## config.mk

```make
export PLATFORM = sky130hd
export DESIGN_NAME = key_recorder
export DESIGN_NICKNAME = d
export VERILOG_FILES = /design/src/rtl/song_pkg.sv /design/src/rtl/key_event_encoder.sv /design/src/rtl/key_recorder.sv
export SDC_FILE = /design/constraint.sdc
export NUM_CORES = 1
export LEC_CHECK = 0
export ABC_AREA = 0
export BUFFER_PORTS_ARGS = -buffer_cell sky130_fd_sc_hd__buf_2
export CAP_MARGIN = 20
export CORE_MARGIN = 4
export CORE_UTILIZATION = 55
export DETAILED_ROUTE_END_ITERATION = 16
export PLACE_DENSITY = 0.71
export SETUP_SLACK_MARGIN = 0.5
export SYNTH_ARGS = -nofsm -noshare
export SYNTH_HDL_FRONTEND = slang
export SYNTH_SLANG_ARGS = --single-unit
```

## constraint.sdc

```tcl
create_clock -name clk -period 4.3 [get_ports clk]
set_input_delay 0.215 -clock clk [delete_from_list [all_inputs] [get_ports clk]]
set_output_delay 0.215 -clock clk [all_outputs]
set_load 0.02 [all_outputs]
```

## src/rtl/song_pkg.sv

```systemverilog
// song_pkg: shared event format for the song store (recorder and auto-play reader)
package song_pkg;
  typedef enum logic [2:0] {NOTE_REST, NOTE_DO, NOTE_RE, NOTE_MI, NOTE_FA, NOTE_SOL, NOTE_LA, NOTE_SI} note_e;
  typedef enum logic [1:0] {OCT_LOW = 2'b00, OCT_MID = 2'b01, OCT_HIGH = 2'b10} oct_e;
  typedef enum logic [1:0] {ST_IDLE, ST_RECORD, ST_FLUSH} rec_state_e;
  localparam int NOTE_W = 3;
  localparam int OCT_W = 2;
  localparam int CODE_W = OCT_W + NOTE_W;
  localparam int NOTE_LSB = 0;
  localparam int OCT_LSB = NOTE_W;
  function automatic int evt_w(input int dur_w);
    return CODE_W + dur_w;
  endfunction
endpackage

```

## src/rtl/key_event_encoder.sv

```systemverilog
// key_event_encoder: keys + octave keys -> {octave,note} event code
// key_i  : note keys, bit0=Do .. bit6=Si, lowest pressed key wins
// oct_i  : bit0=high, bit1=low, none/both = middle
// code_o : {octave,note}; rests always carry the middle octave
module key_event_encoder
  import song_pkg::*;
(
  input  logic [6:0]        key_i,
  input  logic [1:0]        oct_i,
  output logic [CODE_W-1:0] code_o
);
  note_e note;
  oct_e  oct;
  always_comb begin
    note = NOTE_REST;
    for (int i = 6; i >= 0; i--) note = key_i[i] ? note_e'(3'(i + 1)) : note;
    oct = (note == NOTE_REST || oct_i == 2'b00 || oct_i == 2'b11) ? OCT_MID : (oct_i[0] ? OCT_HIGH : OCT_LOW);
    code_o = '0;
    code_o[OCT_LSB +: OCT_W] = oct;
    code_o[NOTE_LSB +: NOTE_W] = note;
  end
endmodule

```

## src/rtl/key_recorder.sv

```systemverilog
// key_recorder: records live key play as {octave,note,duration} events into a buffer
// clk, reset            : clock, async active-high reset
// key_in, octave_keys   : live keyboard inputs
// record_en             : level, high while recording a take
// rd_addr / rd_data     : registered read port, 1-cycle latency
// event_count, full     : events stored in the take, overflow flag
// recording             : high while in RECORD
module key_recorder
  import song_pkg::*;
#(
  parameter int TICK_CYCLES = 1_000_000,
  parameter int DEPTH = 64,
  parameter int DUR_W = 8,
  localparam int AW = $clog2(DEPTH)
) (
  input  logic                    clk,
  input  logic                    reset,
  input  logic [6:0]              key_in,
  input  logic [1:0]              octave_keys,
  input  logic                    record_en,
  input  logic [AW-1:0]           rd_addr,
  output logic [CODE_W+DUR_W-1:0] rd_data,
  output logic [AW:0]             event_count,
  output logic                    recording,
  output logic                    full
);
  localparam int EW = evt_w(DUR_W);
  localparam int TW = TICK_CYCLES > 1 ? $clog2(TICK_CYCLES) : 1;
  localparam logic [DUR_W-1:0] DUR_MAX = '1;
  localparam logic [AW:0] CNT_FULL = (AW + 1)'(DEPTH);
  localparam logic [TW-1:0] TICK_LAST = TW'(TICK_CYCLES - 1);
  rec_state_e state_q, state_d;
  logic rec_q;
  logic [TW-1:0] tick_q, tick_d;
  logic [AW:0] cnt_q, cnt_d;
  logic full_q, full_d;
  logic [CODE_W-1:0] evt_q, evt_d, sample;
  logic [DUR_W-1:0] dur_q, dur_d;
  logic [EW-1:0] mem [DEPTH];
  logic [EW-1:0] rd_q;
  logic start, tick, wr_req, we;

  key_event_encoder u_enc (.key_i(key_in), .oct_i(octave_keys), .code_o(sample));

  assign start = state_q == ST_IDLE && record_en && !rec_q;
  assign tick = tick_q == TICK_LAST;
  assign we = wr_req && cnt_q != CNT_FULL;

  always_comb begin
    state_d = state_q;
    cnt_d = cnt_q;
    full_d = full_q;
    evt_d = evt_q;
    dur_d = dur_q;
    wr_req = 1'b0;
    tick_d = (start || tick) ? '0 : tick_q + 1'b1;
    case (state_q)
      ST_IDLE: if (start) begin
        state_d = ST_RECORD;
        cnt_d = '0;
        full_d = 1'b0;
        evt_d = sample;
        dur_d = '0;
      end
      ST_RECORD: begin
        // a changed sample or a saturated duration both close the current event
        if (tick) begin
          if (sample == evt_q && dur_q != DUR_MAX) dur_d = dur_q + 1'b1;
          else begin
            wr_req = dur_q != '0;
            evt_d = sample;
            dur_d = DUR_W'(1);
          end
        end
        if (!record_en) state_d = ST_FLUSH;
      end
      ST_FLUSH: begin
        wr_req = dur_q != '0;
        state_d = ST_IDLE;
      end
      default: state_d = ST_IDLE;
    endcase
    if (wr_req) begin
      if (we) cnt_d = cnt_q + 1'b1;
      else full_d = 1'b1;
    end
  end

  always_ff @(posedge clk or posedge reset) begin
    if (reset) begin
      state_q <= ST_IDLE;
      rec_q <= 1'b0;
      tick_q <= '0;
      cnt_q <= '0;
      full_q <= 1'b0;
      evt_q <= '0;
      dur_q <= '0;
      rd_q <= '0;
    end else begin
      state_q <= state_d;
      rec_q <= record_en;
      tick_q <= tick_d;
      cnt_q <= cnt_d;
      full_q <= full_d;
      evt_q <= evt_d;
      dur_q <= dur_d;
      rd_q <= mem[rd_addr];
    end
  end

  always_ff @(posedge clk) if (we) mem[cnt_q[AW-1:0]] <= {evt_q, dur_q};

  assign rd_data = rd_q;
  assign event_count = cnt_q;
  assign full = full_q;
  assign recording = state_q == ST_RECORD;
endmodule

```

==> results of run 1 <==
## where the power goes
part	switching (mW)	total [mW]	internal [mW]	leakage [nW]
Combinational	0.984	1.38	0.397	3.03
Sequential	0.0521	9.91	9.86	8.37
Clock	3.11	7.38	4.27	1.38
## cell usage in the layout, fill, tap and decap left out, types with 11 or more instances in the layout
cell type / count
inv_1: 17
nand3_1: 16
dfrtp_1: 44
nand2_1: 28
buf_4: 94
dfrtp_2: 13
clkbuf_1: 17
clkbuf_16: 91
clkinv_1: 12
mux4_2: 273
and3_1: 11
clkinv_2: 20
nor2_1: 88
edfxtp_1: 832
xor2_1: 11
xnor2_1: 11
nand4_1: 11
o21ai_0: 15
buf_2: 36
## layout make-up
type                            count  share of cell area [%]
Sequential cell                   889                    67.3
Multi-Input combinational cell    560                    19.9
Clock buffer                      114                    6.17
Timing Repair Buffer              146                    2.89
Tap cell                          837                    2.67
Clock inverter                     44                   0.920
Inverter                           18                   0.172
## cells by family after synthesis
group | count (synthesis) | synth area share (%)
buf+inv | 88 | 1.11
simple gates | 209 | 3.05
mux | 274 | 17.8
flops | 889 | 76.3
compound gates | 47 | 0.914
fa+ha+maj | 8 | 0.289
xor+xnor | 22 | 0.557
## worst paths after layout
path                                 startpoint                  endpoint  cells past startpoint
max                        dur_q[0]$_DFFE_PP0P_      evt_q[1]$_DFFE_PP0P_                      9
min                                   key_in[2]      evt_q[2]$_DFFE_PP0P_                      4
max reg2reg                dur_q[0]$_DFFE_PP0P_      evt_q[1]$_DFFE_PP0P_                      9
min reg2reg                 tick_q[0]$_DFF_PP0_       tick_q[0]$_DFF_PP0_                      1
max in group asynchronous                 reset  event_count[0]$_DFF_PP0_                      4
min in group asynchronous                 reset      dur_q[6]$_DFFE_PP0P_                      3
## sequential cells by signal (all words and copies together) (netlist names)
signal and count:
mem 832, rec_q 1, tick_q 20, rd_data 13, full 1, dur_q 8
state_q 2, event_count 7, evt_q 5
## per-stage QoR
stage / hold WS, ns / instance area [um^2]
after floorplan: 0.246 / 34600
after global placement: 0.180 / 36400
after detailed placement: 0.188 / 36400
after CTS: 0.0208 / 39300
after global routing: 0.0931 / 39300
final: 0.0612 / 39300
## worst max-delay path, stage by stage (launching register included)
cell,delay (ns)
dfrtp_2,0.42
ha_1,0.21
and3_1,0.21
and3_1,0.17
nor4_1,0.34
nand4_2,0.31
a21oi_1,0.82
nand2_1,0.13
o31ai_1,0.10
dlygate4sd3_1,0.59
## routing by layer
layer	vias to the layer above	wire length, um	GRT usage, %	share of wire, %
li1	6810	-	-	-
met1	8782	31000	36.4	40
met2	885	37700	36.8	48
met3	99	7590	4.72	9.8
met4	0	1490	4.89	1.9
met5	-	0	0	0
==> flow_summary.yaml, run 1 <==
cts:
  h-tree-depth: 3
  clock_sinks: 889
  clkLatencyLatePin_ns: 0.63
  cts-root-buf: "clkbuf_16"
  cts_resized: 0
  numCtsBuffers: 87
  cts_tree: "built"
  clkSlewWorstSetupHoldPaths_ns: 0.06
  postCtsSetupBuffers: 0
  clock_path_buffers: 3
  cts_hold_buf: 6
sta:
  min_period_ns: 3.37
  hold_viol_final: 0
  setup_ws_ns: 0.929
  tightestPinTransition_ns: 0.946
  finalCritPeriodShare_pct: 78.4
  rsz0062_at_grt: "no"
  finalSetupViolations: 0
  fmax_ghz: 0.297
  finalMaxSlewViolations: 0
  relSlewSlack_pct: 37.0
  tns_ns: 0
  skew_ns: 0.0258
route:
  routed_wl_um: 77700
  vias: 16600
  vias_per_cell: 6.36
  routedWlPerCell_um: 29.8
  firstDrtPassIters: 5
  drt_iter0_drc: 2132
  drc_errors: 0
  ant_nets: 0
final_layout:
  fin_cells: 2608
  layout.nets: 1728
  diodes: 0
  layout-drive-gt1-share_pct: 32.4
  area_growth_pct: 13.5
  multi_input_area_um2: 7820
  regArea_um2: 26400
  final_util_pct: 63.3
  fill_cells: 4011
power:
  power_density_nw_per_um2: 475
  ir_worst_vdd_mv: 0.452
  p_leak_nw: 12.8
  p_total_mw: 18.7
setup_path:
  critPathKind: "register to register"
  cp-end-kind: "register"
  cp.arrival_ns: 3.91
  r2r_slack_ns: 0.93
  cp_max_fo: 12
  start_kind: "register"
  crit_required_ns: 4.83
floorplanning:
  core-area_um2: 62100
  rows: 91
  start_util_pct: 55.8
  die_area_um2: 67000
  num_io_pins: 40
  die_h_um: 259
  chipWidth_um: 259
global_route:
  track_usage_pct: 23.8
  antenna_found_initial: 1
  grt_overflow: 0
  grt_pass1_wl_um: 116000
  grt_max_degree: 73
  grt_pass1_vias: 16600
synth:
  avgSynthCellArea_um2: 22.5
  syn_area_um2: 34600
  syn_inst: 1537
  synth_edf_count: 832
  synthDominantCellAreaShare_pct: 72.2
  ys.warnings.count: 0
  synth_fp_nets: 1563
  yosysMostFrequentCell: "edfxtp_1"
  synth_top_area_cell: "edfxtp_1"
  ys.flop_type: "edfxtp_1"
  synth_cell_type_count: 58
  async_reset_ff_share_pct: 6.41
  synth_seq_cells: 889
  synthTopCellsByArea: "edfxtp_1, mux4_2, dfrtp_1"
  synth_common_cells: "edfxtp_1, mux4_2, nor2_1"
  ys_seq_area_share_pct: 76.3
place:
  place_congestion: 0.849
  dp_hpwl_um: 46900
  place_ws_ns: 0.928
  placedCellCount: 2444
  port_buffers: 39
status:
  status: "completed"
hold_path:
  min_path_type: "input pin to register"
run:
  cap_violations: 0
No activity file was read; power rests on OpenSTA's default activity.
==> run 2, diff against run 1 <==
==> constraint.sdc (replaced) <==
create_clock -name clk -period 3.52 [get_ports clk]
set_input_delay 0.176 -clock clk [delete_from_list [all_inputs] [get_ports clk]]
set_output_delay 0.176 -clock clk [all_outputs]
set_load 0.02 [all_outputs]
==> run 2 against run 1 <==
Against the previous run:
- sequential cell count stayed put
- wire length is 3.1% higher
- first-iteration DRC count is 4.0% higher
- largest power group unchanged
- non-clock buffer count is 50 higher
- sequential power is 22% higher
- critical path depth is 1 lower
- clock skew is 0.00082 ns lower
- die area stayed put
- combinational power is 25% higher
- count of clock-buffer cells in the layout is 1 lower
- power is 22% higher
==> flow_summary.yaml, run 2 (synthesis results as in run 1) <==
route:
  firstDrtPassIters: 5
  drt_iter0_drc: 2217
  vias: 16900
  routed_wl_um: 80100
  ant_nets: 0
  drc_errors: 0
  routedWlPerCell_um: 30.1
  vias_per_cell: 6.36
final_layout:
  mostFrequentLayoutCells: "edfxtp_1, mux4_2, clkbuf_16"
  final_common_cell: "edfxtp_1"
  fill_cells: 3882
  largest_reg_flops: 832
  layout-drive-gt1-share_pct: 36.9
  area_growth_pct: 17.6
  layout.nets: 1777
global_route:
  grt_pass1_vias: 17100
  grt_overflow: 0
  track_usage_pct: 24.4
  antenna_found_initial: 6
  grt_pass1_wl_um: 118000
  grt_max_degree: 69
power:
  p_sw_mw: 5.08
  internal_power_mw: 17.7
  power_density_nw_per_um2: 559
  p_seq_share_pct: 53.2
  pwr-share-comb_pct: 7.5
  ir_worst_vdd_mv: 0.426
  switching_share_pct: 22.3
  p_leak_nw: 13.1
  p_clk_share_pct: 39.3
sta:
  finalCritPeriodShare_pct: 86.0
  fmax_ghz: 0.330
  hold_viol_final: 0
  tns_ns: 0
  setup_ws_ns: 0.494
  relSlewSlack_pct: 36.3
  finalSetupViolations: 0
  rsz0062_at_grt: "yes"
  tightestPinTransition_ns: 0.953
  skew_ns: 0.0250
  min_period_ns: 3.03
  finalMaxSlewViolations: 0
floorplanning:
  die_h_um: 259
  core-area_um2: 62100
  rows: 91
  start_util_pct: 55.8
  die_area_um2: 67000
  chipWidth_um: 259
  num_io_pins: 40
hold_path:
  hold-path-endpoint: "evt_q[3]$_DFFE_PP0P_"
  worstHoldStart: "key_in[6]"
  min_path_type: "input pin to register"
  hold-path-cell-count: 4
cts:
  cts_tree: "built"
  cts-root-buf: "clkbuf_16"
  clkSlewWorstSetupHoldPaths_ns: 0.06
  clock_sinks: 889
  h-tree-depth: 3
  numCtsBuffers: 86
  clkLatencyLatePin_ns: 0.63
  clock_path_buffers: 3
setup_path:
  cp_max_fo: 13
  reg2regPathDepth: 8
  crit_chain: "or4b_4 > nor4_4 > and3_4 > a21oi_4 > or4_4 > buf_12 > nor2_2 > buf_12"
  critPathKind: "register to register"
  start_kind: "register"
  cpMostUsedCell: "buf_12"
  r2r_end: "mem[5][7]$_DFFE_PP_"
  r2r_start: "tick_q[11]$_DFF_PP0_"
  cpPeakStageDelay_ns: 0.58
  crit_required_ns: 3.86
  cp-end-kind: "register"
  critPathSlowestCell: "or4_4"
  cp.arrival_ns: 3.36
  r2r_slack_ns: 0.49
place:
  dp_hpwl_um: 47000
  place_congestion: 0.851
  port_buffers: 39
  place_ws_ns: 0.0834
status:
  status: "completed"
run:
  cap_violations: 0
[run 2: through the flow]
stage               hold WS, ns  area [um^2]  total power [mW]  std cells  util [%]
global placement          0.312        36500              14.0       2413      58.8
CTS                     0.00483        40400              22.9       2642      65.1
detailed placement        0.317        36500              14.0       2413      58.8
global route             0.0847        40700              23.5       2657      65.6
finish                   0.0366        40700              22.8       2659      65.6
floorplan                 0.207        34800              13.3       1537         -
[run 2: cell type report]
class                           instances  area [um^2]  share of cell area (%)
Timing Repair Buffer                  196         2150                    5.29
Clock buffer                          113         2370                    5.82
Tap cell                              837         1050                    2.57
Clock inverter                         44          370                   0.910
Multi-Input combinational cell        560         8260                    20.3
Inverter                               18         67.6                   0.166
Antenna cell                            2         5.00                  0.0123
Sequential cell                       889        26400                    64.9
[run 2: power by group through the flow]
stage / Combinational (mW) / Sequential, mW / Clock [mW]
6_report: 1.72 / 12.1 / 8.93
3_5_place_dp: 1.71 / 12.3 / 0
4_1_cts: 1.73 / 12.1 / 9.06
3_3_place_gp: 1.66 / 12.3 / 0
5_1_grt: 1.84 / 12.1 / 9.55
2_1_floorplan: 0.693 / 12.6 / 0
[run 2: repair_timing]
action	4_1_cts	5_1_grt
endpoints found under the setup margin	629	665
gates cloned	0	9
hold buffers	11	0
setup buffers	61	6
endpoints found under the hold margin	39	0
pin swaps	36	4
gates resized for setup	46	58
[run 2: worst max-delay path by stage]
stage / from / endpoint / slack [ns] / depth (start not counted)
floorplan: dur_q[1]$_DFFE_PP0P_ / mem[10][0]$_DFFE_PP_ / 0.31 / 8
global placement: tick_q[7]$_DFF_PP0_ / mem[4][3]$_DFFE_PP_ / 0.17 / 8
detailed placement: tick_q[7]$_DFF_PP0_ / mem[6][0]$_DFFE_PP_ / 0.08 / 8
CTS: tick_q[7]$_DFF_PP0_ / mem[56][1]$_DFFE_PP_ / 0.50 / 9
global route: tick_q[8]$_DFF_PP0_ / mem[5][11]$_DFFE_PP_ / 0.42 / 8
finish: tick_q[11]$_DFF_PP0_ / mem[5][7]$_DFFE_PP_ / 0.49 / 8
[run 2: layer usage]
metal	up-vias	share of wire [%]	track usage, %
li1	6923	-	-
met1	9029	40	36.1
met2	829	49	38.7
met3	135	8.4	5.01
met4	8	2.3	5.59
met5	-	0.076	0
[run 2: worst max-delay path, delay by kind of cell (launching register included)]
kind,cells,cell delay [ns]
flops,1,0.42
compound gates,1,0.08
simple gates,5,1.85
buf+inv,2,0.37
==> run 3, diff against run 2 <==
--- a/config.mk
+++ b/config.mk
@@ -11,6 +11,7 @@
 export CORE_MARGIN = 4
 export CORE_UTILIZATION = 55
 export DETAILED_ROUTE_END_ITERATION = 16
+export GPL_TIMING_DRIVEN = 0
 export PLACE_DENSITY = 0.71
 export SETUP_SLACK_MARGIN = 0.5
 export SYNTH_ARGS = -nofsm -noshare
==> run 3 against run 2 <==
Against the previous run:
- combinational power shrank 5%
- highest routed layer is now met4
- core utilization grew 1.5 points
- critical endpoint is now mem[45][5]$_DFFE_PP_
- largest cell class unchanged
- sequential cell count is the same
- sequential power is essentially flat
==> flow_summary.yaml, run 3 (synthesis results as in run 1) <==
route:
  routedWlPerCell_um: 30.8
  ant_nets: 0
  drc_errors: 0
  firstDrtPassIters: 5
  vias: 17500
  routed_wl_um: 84100
  vias_per_cell: 6.40
  drt_iter0_drc: 2208
final_layout:
  area_growth_pct: 20.2
  final_cell_area_um2: 41600
  layout.nets: 1842
  final_common_cell: "edfxtp_1"
  layout-drive-gt1-share_pct: 37.8
  fill_cells: 3806
  diodes: 0
  fin_cells: 2731
  largest_reg_flops: 832
  mostFrequentLayoutCells: "edfxtp_1, mux4_2, clkbuf_16"
power:
  p_leak_nw: 13.5
  power_density_nw_per_um2: 569
  ir_worst_vdd_mv: 0.432
floorplanning:
  core-area_um2: 62100
  die_h_um: 259
  num_io_pins: 40
  chipWidth_um: 259
  die_area_um2: 67000
  rows: 91
  start_util_pct: 55.8
sta:
  min_period_ns: 2.99
  tightestPinTransition_ns: 1.05
  finalCritPeriodShare_pct: 84.9
  rsz0062_at_grt: "yes"
  fmax_ghz: 0.335
  finalMaxSlewViolations: 0
  skew_ns: 0.0274
  relSlewSlack_pct: 29.7
  finalSetupViolations: 0
  hold_viol_final: 0
setup_path:
  critPathSlowestCell: "or4b_4"
  crit_required_ns: 3.86
  cp.arrival_ns: 3.33
  cpPeakStageDelay_ns: 0.56
  crit_buf_inv: 2
  path_delay_family: "simple AND/OR/NAND/NOR gates"
  critPathKind: "register to register"
  cp_max_fo: 9
  crit_chain: "or4b_4 > nor4_4 > and3_4 > a21oi_2 > or4_4 > buf_8 > nor2_4 > buf_12"
  start_kind: "register"
  cp-end-kind: "register"
place:
  placedCellCount: 2440
  post_dp_cell_area_um2: 36500
  dp_hpwl_um: 51100
  port_buffers: 35
  place_congestion: 0.887
global_route:
  grt_overflow: 0
  track_usage_pct: 25.3
  antenna_found_initial: 5
  grt_pass1_wl_um: 123000
  grt_pass1_vias: 17800
  grt_max_degree: 66
status:
  status: "completed"
run:
  cap_violations: 0
cts:
  cts_tree: "built"
  clkLatencyLatePin_ns: 0.65
  h-tree-depth: 3
  clkSlewWorstSetupHoldPaths_ns: 0.06
  clock_sinks: 889
  cts-root-buf: "clkbuf_16"
  clock_path_buffers: 3
  numCtsBuffers: 90
hold_path:
  min_path_type: "input pin to register"
## run 3: per-stage QoR
stage                     hold WS [ns]  utilization, %  total power [mW]  TNS, ns  setup WS [ns]
after floorplan                  0.207               -              13.3        0          0.315
after global placement           0.346            58.1              13.8  -907.94          -1.41
after detailed placement         0.326            58.8              14.0  -363.32         -0.997
after CTS                       0.0223            66.6              23.6        0          0.457
after global routing            0.0632            67.1              24.4        0          0.471
final                           0.0544            67.1              23.7        0          0.532
## run 3: path summary, 6_finish.rpt
path | cells after the start | end | from | slack [ns]
worst max register to register | 8 | mem[45][5]$_DFFE_PP_ | tick_q[8]$_DFF_PP0_ | 0.53
worst min register to register | 1 | tick_q[0]$_DFF_PP0_ | tick_q[0]$_DFF_PP0_ | 0.49
worst max-delay path | 8 | mem[45][5]$_DFFE_PP_ | tick_q[8]$_DFF_PP0_ | 0.53
max in group asynchronous | 4 | rd_data[7]$_DFF_PP0_ | reset | 2.67
min in group asynchronous | 3 | dur_q[2]$_DFFE_PP0P_ | reset | 0.21
worst min-delay path | 4 | evt_q[3]$_DFFE_PP0P_ | key_in[6] | 0.05
## run 3: repair_timing
item | CTS | global route
hold endpoints to repair | 41 | 0
gates resized for setup | 71 | 20
endpoints found under the setup margin | 840 | 741
hold buffers | 12 | 0
buffers inserted | 92 | 13
pin swaps | 52 | 10
gates cloned | 0 | 2
## run 3: metal layers
metal / part of all wire [%] / GRT usage, % / vias up
met5: 0 / 0 / -
met4: 3.4 / 7.36 / 0
met3: 10 / 6.59 / 165
met2: 48 / 39.5 / 973
met1: 38 / 36.3 / 9277
li1: - / - / 7060
## run 3: final cells by class
type                       count  area, um^2  area share, %
inverter                      18        71.3          0.171
clock buffer                 119        2480           5.97
buffer                        70         337          0.809
clock inverter                51         562           1.35
multi-input combinational    560        8330           20.0
timing repair buffer         187        2340           5.62
tap                          837        1050           2.52
sequential                   889       26500           63.6
## run 3: tightest hold or removal path, cell delays in order
cell and delay, ns:
buf_2 0.11, nor4_2 0.06, a21oi_1 0.20, mux2i_1 0.11
## run 3: power breakdown
part	total [mW]	switching, mW	internal [mW]
clock	9.74	4.00	5.74
sequential	12.3	0.287	12.0
combinational	1.64	1.03	0.609
total	23.7	5.31	18.4
